**src/rtl/wb_arbiter.sv**
```systemverilog
// Register-file writeback arbiter: merges the in-order pipe writeback with
// results from a small mul/div FIFO, forcing a stall when a result ages out.
module wb_arbiter #(
  parameter int W       = 32,
  parameter int R       = 5,
  parameter int DEPTH   = 2,
  parameter int AGE_MAX = 4
) (
  input  logic         clk,
  input  logic         reset,
  input  logic [W-1:0] pipe_result,
  input  logic [R-1:0] pipe_rd,
  input  logic         pipe_useRd,
  input  logic         md_valid,
  input  logic [W-1:0] md_result,
  input  logic [R-1:0] md_rd,
  output logic         md_ready,
  output logic         pipe_stall,
  input  logic [R-1:0] chk_rs1,
  input  logic [R-1:0] chk_rs2,
  output logic         chk_hit,
  output logic         rf_we,
  output logic [R-1:0] rf_rd,
  output logic [W-1:0] rf_wdata
);

  localparam int PW = $clog2(DEPTH);
  localparam int CW = PW + 1;
  localparam int AW = $clog2(AGE_MAX + 1);
  localparam logic [CW-1:0] DEPTH_C   = CW'(DEPTH);
  localparam logic [AW-1:0] AGE_MAX_C = AW'(AGE_MAX);

  logic [R-1:0]  buf_rd   [DEPTH];
  logic [W-1:0]  buf_data [DEPTH];
  logic [PW-1:0] wr_ptr;
  logic [PW-1:0] rd_ptr;
  logic [CW-1:0] count;
  logic [AW-1:0] age;

  logic             buf_nonempty;
  logic             pipe_req;
  logic             force_head;
  logic             grant_buf;
  logic             grant_pipe;
  logic             push;
  logic [DEPTH-1:0] entry_valid;

  always_comb begin
    buf_nonempty = (count != '0);
    pipe_req     = pipe_useRd && (pipe_rd != '0);
    force_head   = buf_nonempty && (age == AGE_MAX_C);
    grant_buf    = force_head || (buf_nonempty && !pipe_req);
    grant_pipe   = pipe_req && !force_head;
    md_ready     = (count < DEPTH_C);
    push         = md_valid && md_ready && (md_rd != '0);
    pipe_stall   = force_head && pipe_req;
  end

  // An entry is live when its distance from the head is below the count.
  for (genvar g = 0; g < DEPTH; g++) begin : g_valid
    logic [PW-1:0] offset;
    assign offset         = PW'(g) - rd_ptr;
    assign entry_valid[g] = ({1'b0, offset} < count);
  end

  always_comb begin
    chk_hit = 1'b0;
    for (int i = 0; i < DEPTH; i++) begin
      if (entry_valid[i] &&
          (((chk_rs1 != '0) && (buf_rd[i] == chk_rs1)) ||
           ((chk_rs2 != '0) && (buf_rd[i] == chk_rs2)))) begin
        chk_hit = 1'b1;
      end
    end
  end

  always_ff @(posedge clk) begin
    if (!reset && push) begin
      buf_rd[wr_ptr]   <= md_rd;
      buf_data[wr_ptr] <= md_result;
    end
  end

  always_ff @(posedge clk) begin
    if (reset) begin
      count    <= '0;
      wr_ptr   <= '0;
      rd_ptr   <= '0;
      age      <= '0;
      rf_we    <= 1'b0;
      rf_rd    <= '0;
      rf_wdata <= '0;
    end else begin
      if (push) begin
        wr_ptr <= wr_ptr + PW'(1);
      end
      if (grant_buf) begin
        rd_ptr <= rd_ptr + PW'(1);
      end
      count <= count + CW'(push) - CW'(grant_buf);

      // Age tracks how long the current head has been waiting.
      if (!buf_nonempty || grant_buf) begin
        age <= '0;
      end else if (age != AGE_MAX_C) begin
        age <= age + AW'(1);
      end

      if (grant_buf) begin
        rf_we    <= 1'b1;
        rf_rd    <= buf_rd[rd_ptr];
        rf_wdata <= buf_data[rd_ptr];
      end else if (grant_pipe) begin
        rf_we    <= 1'b1;
        rf_rd    <= pipe_rd;
        rf_wdata <= pipe_result;
      end else begin
        rf_we <= 1'b0;
      end
    end
  end

endmodule

```
**config.mk**
```make
export PLATFORM = sky130hd
export DESIGN_NAME = wb_arbiter
export DESIGN_NICKNAME = d
export VERILOG_FILES = /design/src/rtl/wb_arbiter.sv
export SDC_FILE = /design/constraint.sdc
export NUM_CORES = 1
export LEC_CHECK = 0
export CORE_ASPECT_RATIO = 1.4
export CORE_MARGIN = 4
export CORE_UTILIZATION = 25
export DETAILED_ROUTE_END_ITERATION = 12
export PLACE_DENSITY = 0.43
export SLEW_MARGIN = 20
export SYNTH_ARGS = -nofsm -noshare
export SYNTH_HDL_FRONTEND = slang
export SYNTH_SLANG_ARGS = --single-unit
export TNS_END_PERCENT = 5
```
**constraint.sdc**
```tcl
create_clock -name clk -period 4.95 [get_ports clk]
set_clock_uncertainty 0.05 [all_clocks]
set_input_delay 0.99 -clock clk [delete_from_list [all_inputs] [get_ports clk]]
set_output_delay 0.99 -clock clk [all_outputs]
set_load 0.02 [all_outputs]
```
# After elaboration in Yosys (flattened, before gate mapping)
# Memory sizes are Yosys's and may differ from the RTL's. A register that Yosys moved wholly into a read port is not among the register bits.
# Index checks and enable logic that the tools add are counted.
[op_classes]
addsub = 7
n_lt_le_gt_ge = 3
n_eq_ne = 6
mux = 14
n_reduce_logical = 29
[op_table]
columns = ["cell", "n"]
rows = [
  ["32-bit 2-to-1 mux", 2],
  ["5-bit equality test", 4],
  ["5-bit nonzero test", 4],
  ["1-bit logical AND", 14],
  ["1-bit 2-to-1 mux", 10],
  ["5-bit 2-to-1 mux", 2],
  ["1-bit logical NOT", 4],
  ["1-bit logical OR", 4],
  ["1-bit by 2-bit < comparator with 1-bit output", 2],
  ["2-bit nonzero test", 2],
  ["3-bit by 1-bit adder with 3-bit output (second input constant)", 1],
  ["3-bit equality test (second input constant)", 1],
  ["3-bit != test (second input constant)", 1],
  ["1-bit adder (second input constant)", 2],
  ["2-bit by 1-bit adder with 2-bit output", 1],
  ["2-bit < comparator (second input constant)", 1],
  ["2-bit OR reduction", 1],
  ["1-bit subtractor (first input constant)", 2],
  ["2-bit by 1-bit subtractor with 2-bit output", 1],
]
[totals]
reg_bits = 45
ram_bits = 74
input_bits = 88
out_inout_bits = 41
memories = 2
[mem_list]
columns = ["name", "depth", "width", "rd", "rd_clocked_by_memory_dff", "write_ports", "line", "source"]
rows = [
  ["buf_data", 2, 32, 1, 1, 1, "34", "logic [W-1:0] buf_data [DEPTH];"],
  ["buf_rd", 2, 5, 3, 1, 1, "33", "logic [R-1:0] buf_rd [DEPTH];"],
]

# Longest topological paths before layout
[depth]
ltp_word = 7
depth_mapped = 13
depth_no_buf = 11

# Worst setup path after synthesis
# OpenSTA, ideal clock, no wires.
[synth_timing]
kind = "input port to flip-flop"
start = "input port md_rd[3]"
end = "memory buf_data[1][0] (enable)"
arrival_time_ns = 4.011
required_time_ns = 4.415
slack_ns = 0.404
path_stages = 3
path_buffers = 0
path_cell_list = "or4_1 o211ai_1 nor3b_1"
[synth_between]
elab_chain_cells = 5
[synth_rtl]
columns = ["element", "line", "source"]
rows = [
  ["from (decl)", "16", "input logic [R-1:0] md_rd,"],
  ["5-bit nonzero test", "55", "push = md_valid && md_ready && (md_rd != '0);"],
  ["1-bit logical AND", "55", ""],
  ["1-bit logical AND", "78", "if (!reset && push) begin"],
  ["1-bit 2-to-1 mux", "78", ""],
  ["1-bit 2-to-1 mux (not written as such)", "80", "buf_data[wr_ptr] <= md_result;"],
  ["to (decl)", "34", ""],
]
# No other way between the ends.

# Worst setup path after layout
[layout_timing]
start = "input port chk_rs1[2]"
end = "output port chk_hit"
[layout_between]
elab_chain_cells = 6
[layout_rtl]
columns = ["element", "line", "source"]
rows = [
  ["from (decl)", "19", "input logic [R-1:0] chk_rs1,"],
  ["5-bit equality test / 5-bit nonzero test (equally long branches)", "70", "(((chk_rs1 != '0) && (buf_rd[i] == chk_rs1)) ||"],
  ["1-bit logical AND", "70", ""],
  ["1-bit logical OR", "70", ""],
  ["1-bit logical AND", "69", "if (entry_valid[i] &&"],
  ["1-bit 2-to-1 mux", "69", ""],
  ["1-bit 2-to-1 mux *", "69", ""],
  ["to (decl)", "21", "output logic chk_hit,"],
]
# Mark *: on every way between the ends. The rest lies on a longest branch, timed or not.

==> results by group <==
CTS
  • Latest clock arrival within the worst-skew pair: about 410 ps
  • Clock Root Buffer: clkbuf_16
  • Number of setup buffers added after CTS: 0
  • Sink Count: 120
  • TritonCTS buffer count: 17
  • CTS H-Tree Depth: 4
  • CTS tree: done
  • CTS clk-pin slew, worst paths: roughly 50 ps
  • CTS resizes: 0
  • Post-CTS Hold Buffers: 0
  • CTS Buffer Depth: 2

Floorplanning
  • Die outline area: about 22000 um2
  • Die Y-Extent: roughly 170 um
  • Number of top-level pins: 129
  • Core box area: 19200 um2
  • Starting Density: between 20 and 30%
  • Die width: 126 um
  • Row count: 60

Global route
  • Number of global-route vias before repair: roughly 3500
  • GRT Overall Usage: a little under an eighth
  • GR Overflow Total: 0
  • Initial antenna violation count: 0
  • First-pass GRT wire length: 19.6 mm
  • Largest net degree at the start of global routing: 38

STA
  • Highest clock rate: 230 MHz
  • # setup viols final: 0
  • Tightest hold margin: about 400 ps
  • Final Max Slew Viols: 0
  • Final hold violations: 0
  • Slew HR: roughly a third
  • Min cycle time layout: between 4000 and 5000 ps
  • RSZ-0062 raised after global routing: no
  • Sum Neg Setup Slack: 0 ps
  • Slew at the pin closest to its max-slew limit: between 1000 and 1500 ps
  • Final Worst Setup Slack: around 610 ps
  • Final worst-path cycle share: just under 90%

Setup path
  • Worst-path maximum fanout: 3
  • Critical Path RT: between 3000 and 4000 ps
  • Endpoint class of the critical path: output pin
  • Type of the worst setup path: in -> out
  • R2R Path Start: age[0]
  • Reg2Reg Capture Point: rf_wdata[27]
  • Reg-to-reg slack, setup: approximately 2300 ps
  • Crit path arrival time: approximately 3300 ps
  • Critical Path Start Type: primary input
  • Worst R2R Path Depth: 7

Power
  • Sw power: 0.962 mW
  • Clock share of power: between 30% and 40%
  • Max VDD drop: ~0.17 mV
  • Pint: ~2.6 mW
  • Power Density: roughly 500 nW/um2
  • Sw frac: approximately 27%
  • Combinational share of power: 23.6%
  • Overall power: around 3.6 mW
  • Sequential fraction of design power: 38.1%
  • Pleak: ~2.6 nW

Synth
  • Synth cell types: 32
  • Netlist Area Pre-Place: 4870 um2
  • Synth warn: 0
  • Post-synthesis sequential element count: 120
  • Synth Instances: 323
  • Avg Inst Size Synth: about 15 um2
  • Net Count, Synth: approximately 420
  • Sequential share of the synthesized area: between 60 and 70%

Finish
  • Layout area overhead: 45.9%
  • Final #Nets: between 500 and 600
  • Finished Layout Cells: between 700 and 800
  • Core Util, Final: between 30 and 40%
  • N_diodes: 0
  • Layout cells sized above 1: around 17%
  • Final Cell Area: 7100 um2

Route
  • Vias: 3160
  • WL/cell: 17.6 um
  • Post-Route WL: between 10 and 15 mm
  • Number of remaining DRC errors: 0
  • Vias per Instance: approximately 4.4
  • Drt pass-1 iters: 4
  • Post-route ant nets: 0
  • DRC marker count from the first detailed-route iteration: between 90 and 100

Worst hold path
  • Min-Delay Endpoint: age[0]
  • Worst hold start: age[0]
  • Hold crit path type: reg -> reg
  • Hold path cells: 1

Placement
  • Port bufs: 128
  • DPL Wire Length: just under 9 mm
  • Placement Cell Area: roughly 6400 um2
  • RePlAce Congestion: between 0.7 and 0.8
  • Placed Cells: just under 700
  • Post-Place Setup Slack: 569 ps

Run status
  • Status: finished, final reports clean

Job
  • Max Cap Violations: 0
-- worst max-delay path by stage --
stage,from,slack [ps],depth (start not counted),to
2_1_floorplan,md_rd[3],400,3,buf_data[1][0]
3_3_place_gp,chk_rs1[1],580,7,chk_hit
3_5_place_dp,chk_rs1[2],570,7,chk_hit
4_1_cts,chk_rs1[2],530,7,chk_hit
5_1_grt,chk_rs1[2],420,7,chk_hit
6_report,chk_rs1[2],610,7,chk_hit
-- final cells by class --
| cell class | count | area, um2 |
|---|---|---|
| repair buffers | 134 | 1330 |
| clock inverters | 12 | 198 |
| flip-flops and latches | 120 | 3140 |
| well taps | 248 | 310 |
| clock buffers | 20 | 457 |
| inverters | 8 | 30.0 |
| fillers | 1913 | 12100 |
| multi-input cells | 179 | 1630 |
-- placed cells by master (no fill, tap or decap), drive strengths merged, types with 6 or more instances in the layout --
master	synthesis	final
dfxtp	46	46
inv	8	8
xor2	10	10
buf	13	6
clkdlybuf4s50	0	128
mux2	36	36
edfxtp	74	74
o2bb2ai	35	35
nor2	12	12
xnor2	15	15
clkbuf	3	20
mux2i	37	37
-- synth_stat cells (all sizes together) --
cell type | number | share of area (%)
nand3 | 3 | 0.31
inv | 8 | 0.62
nor2b | 1 | 0.13
nor2 | 12 | 1.1
o22ai | 2 | 0.26
a211oi | 2 | 0.31
nor4 | 5 | 0.64
mux2 | 36 | 8.3
dfxtp | 46 | 19
nand2 | 2 | 0.15
and2 | 1 | 0.13
o2bb2ai | 35 | 6.3
xnor2 | 15 | 2.7
xor2 | 10 | 1.8
o211ai | 1 | 0.15
nor3b | 1 | 0.15
buf | 13 | 1.7
nor3 | 2 | 0.21
nand2b | 1 | 0.13
clkbuf | 3 | 0.23
mux2i | 37 | 7.6
o21ai | 1 | 0.18
ha | 4 | 1.0
a31oi | 1 | 0.13
a2bb2o | 1 | 0.21
or4 | 5 | 0.77
o32ai | 1 | 0.18
edfxtp | 74 | 46
-- power groups by stage --
| stage | clock (mW) | sequential [mW] | combinational [mW] |
|---|---|---|---|
| detailed placement | 0 | 1.38 | 0.862 |
| global route | 1.44 | 1.38 | 0.907 |
| global placement | 0 | 1.38 | 0.855 |
| finish | 1.36 | 1.35 | 0.840 |
| CTS | 1.40 | 1.36 | 0.865 |
| floorplan | 0 | 1.42 | 0.432 |
-- critical path, cell delays in order --
cell and delay (ps):
clkdlybuf4s50_1 540, or4_1 140, nor2_1 40, nor4_1 460, o22ai_1 120, a211oi_1 320, clkdlybuf4s50_1 670
-- cell families after synthesis --
family,after synthesis,share of synthesized area (%)
adder cells (fa/ha/maj),4,1.03
XOR/XNOR,25,4.50
buffers and inverters,24,2.52
multiplexers,73,15.9
flip-flops,120,64.6
AO/OA/AOI/OAI,44,7.71
AND/OR/NAND/NOR,33,3.70
-- registers in the layout (all words and copies together) (netlist names), named ones only --
name and count:
rf_rd 5, buf_data 64, wr_ptr 1, buf_rd 10, rf_wdata 32, rd_ptr 1
count 2, age 3, rf_we 1
-- layer usage --
| layer | vias up | wire (um) | track usage (%) | share of wire (%) |
|---|---|---|---|---|
| met3 | 20 | 564 | 3.37 | 4.5 |
| met5 | - | 0 | 0 | 0 |
| met1 | 1540 | 4970 | 12.6 | 39 |
| met2 | 95 | 6880 | 21.4 | 54 |
| li1 | 1505 | - | - | - |
| met4 | 0 | 250 | 5.10 | 2.0 |
Power figures use the tool's default switching activity.
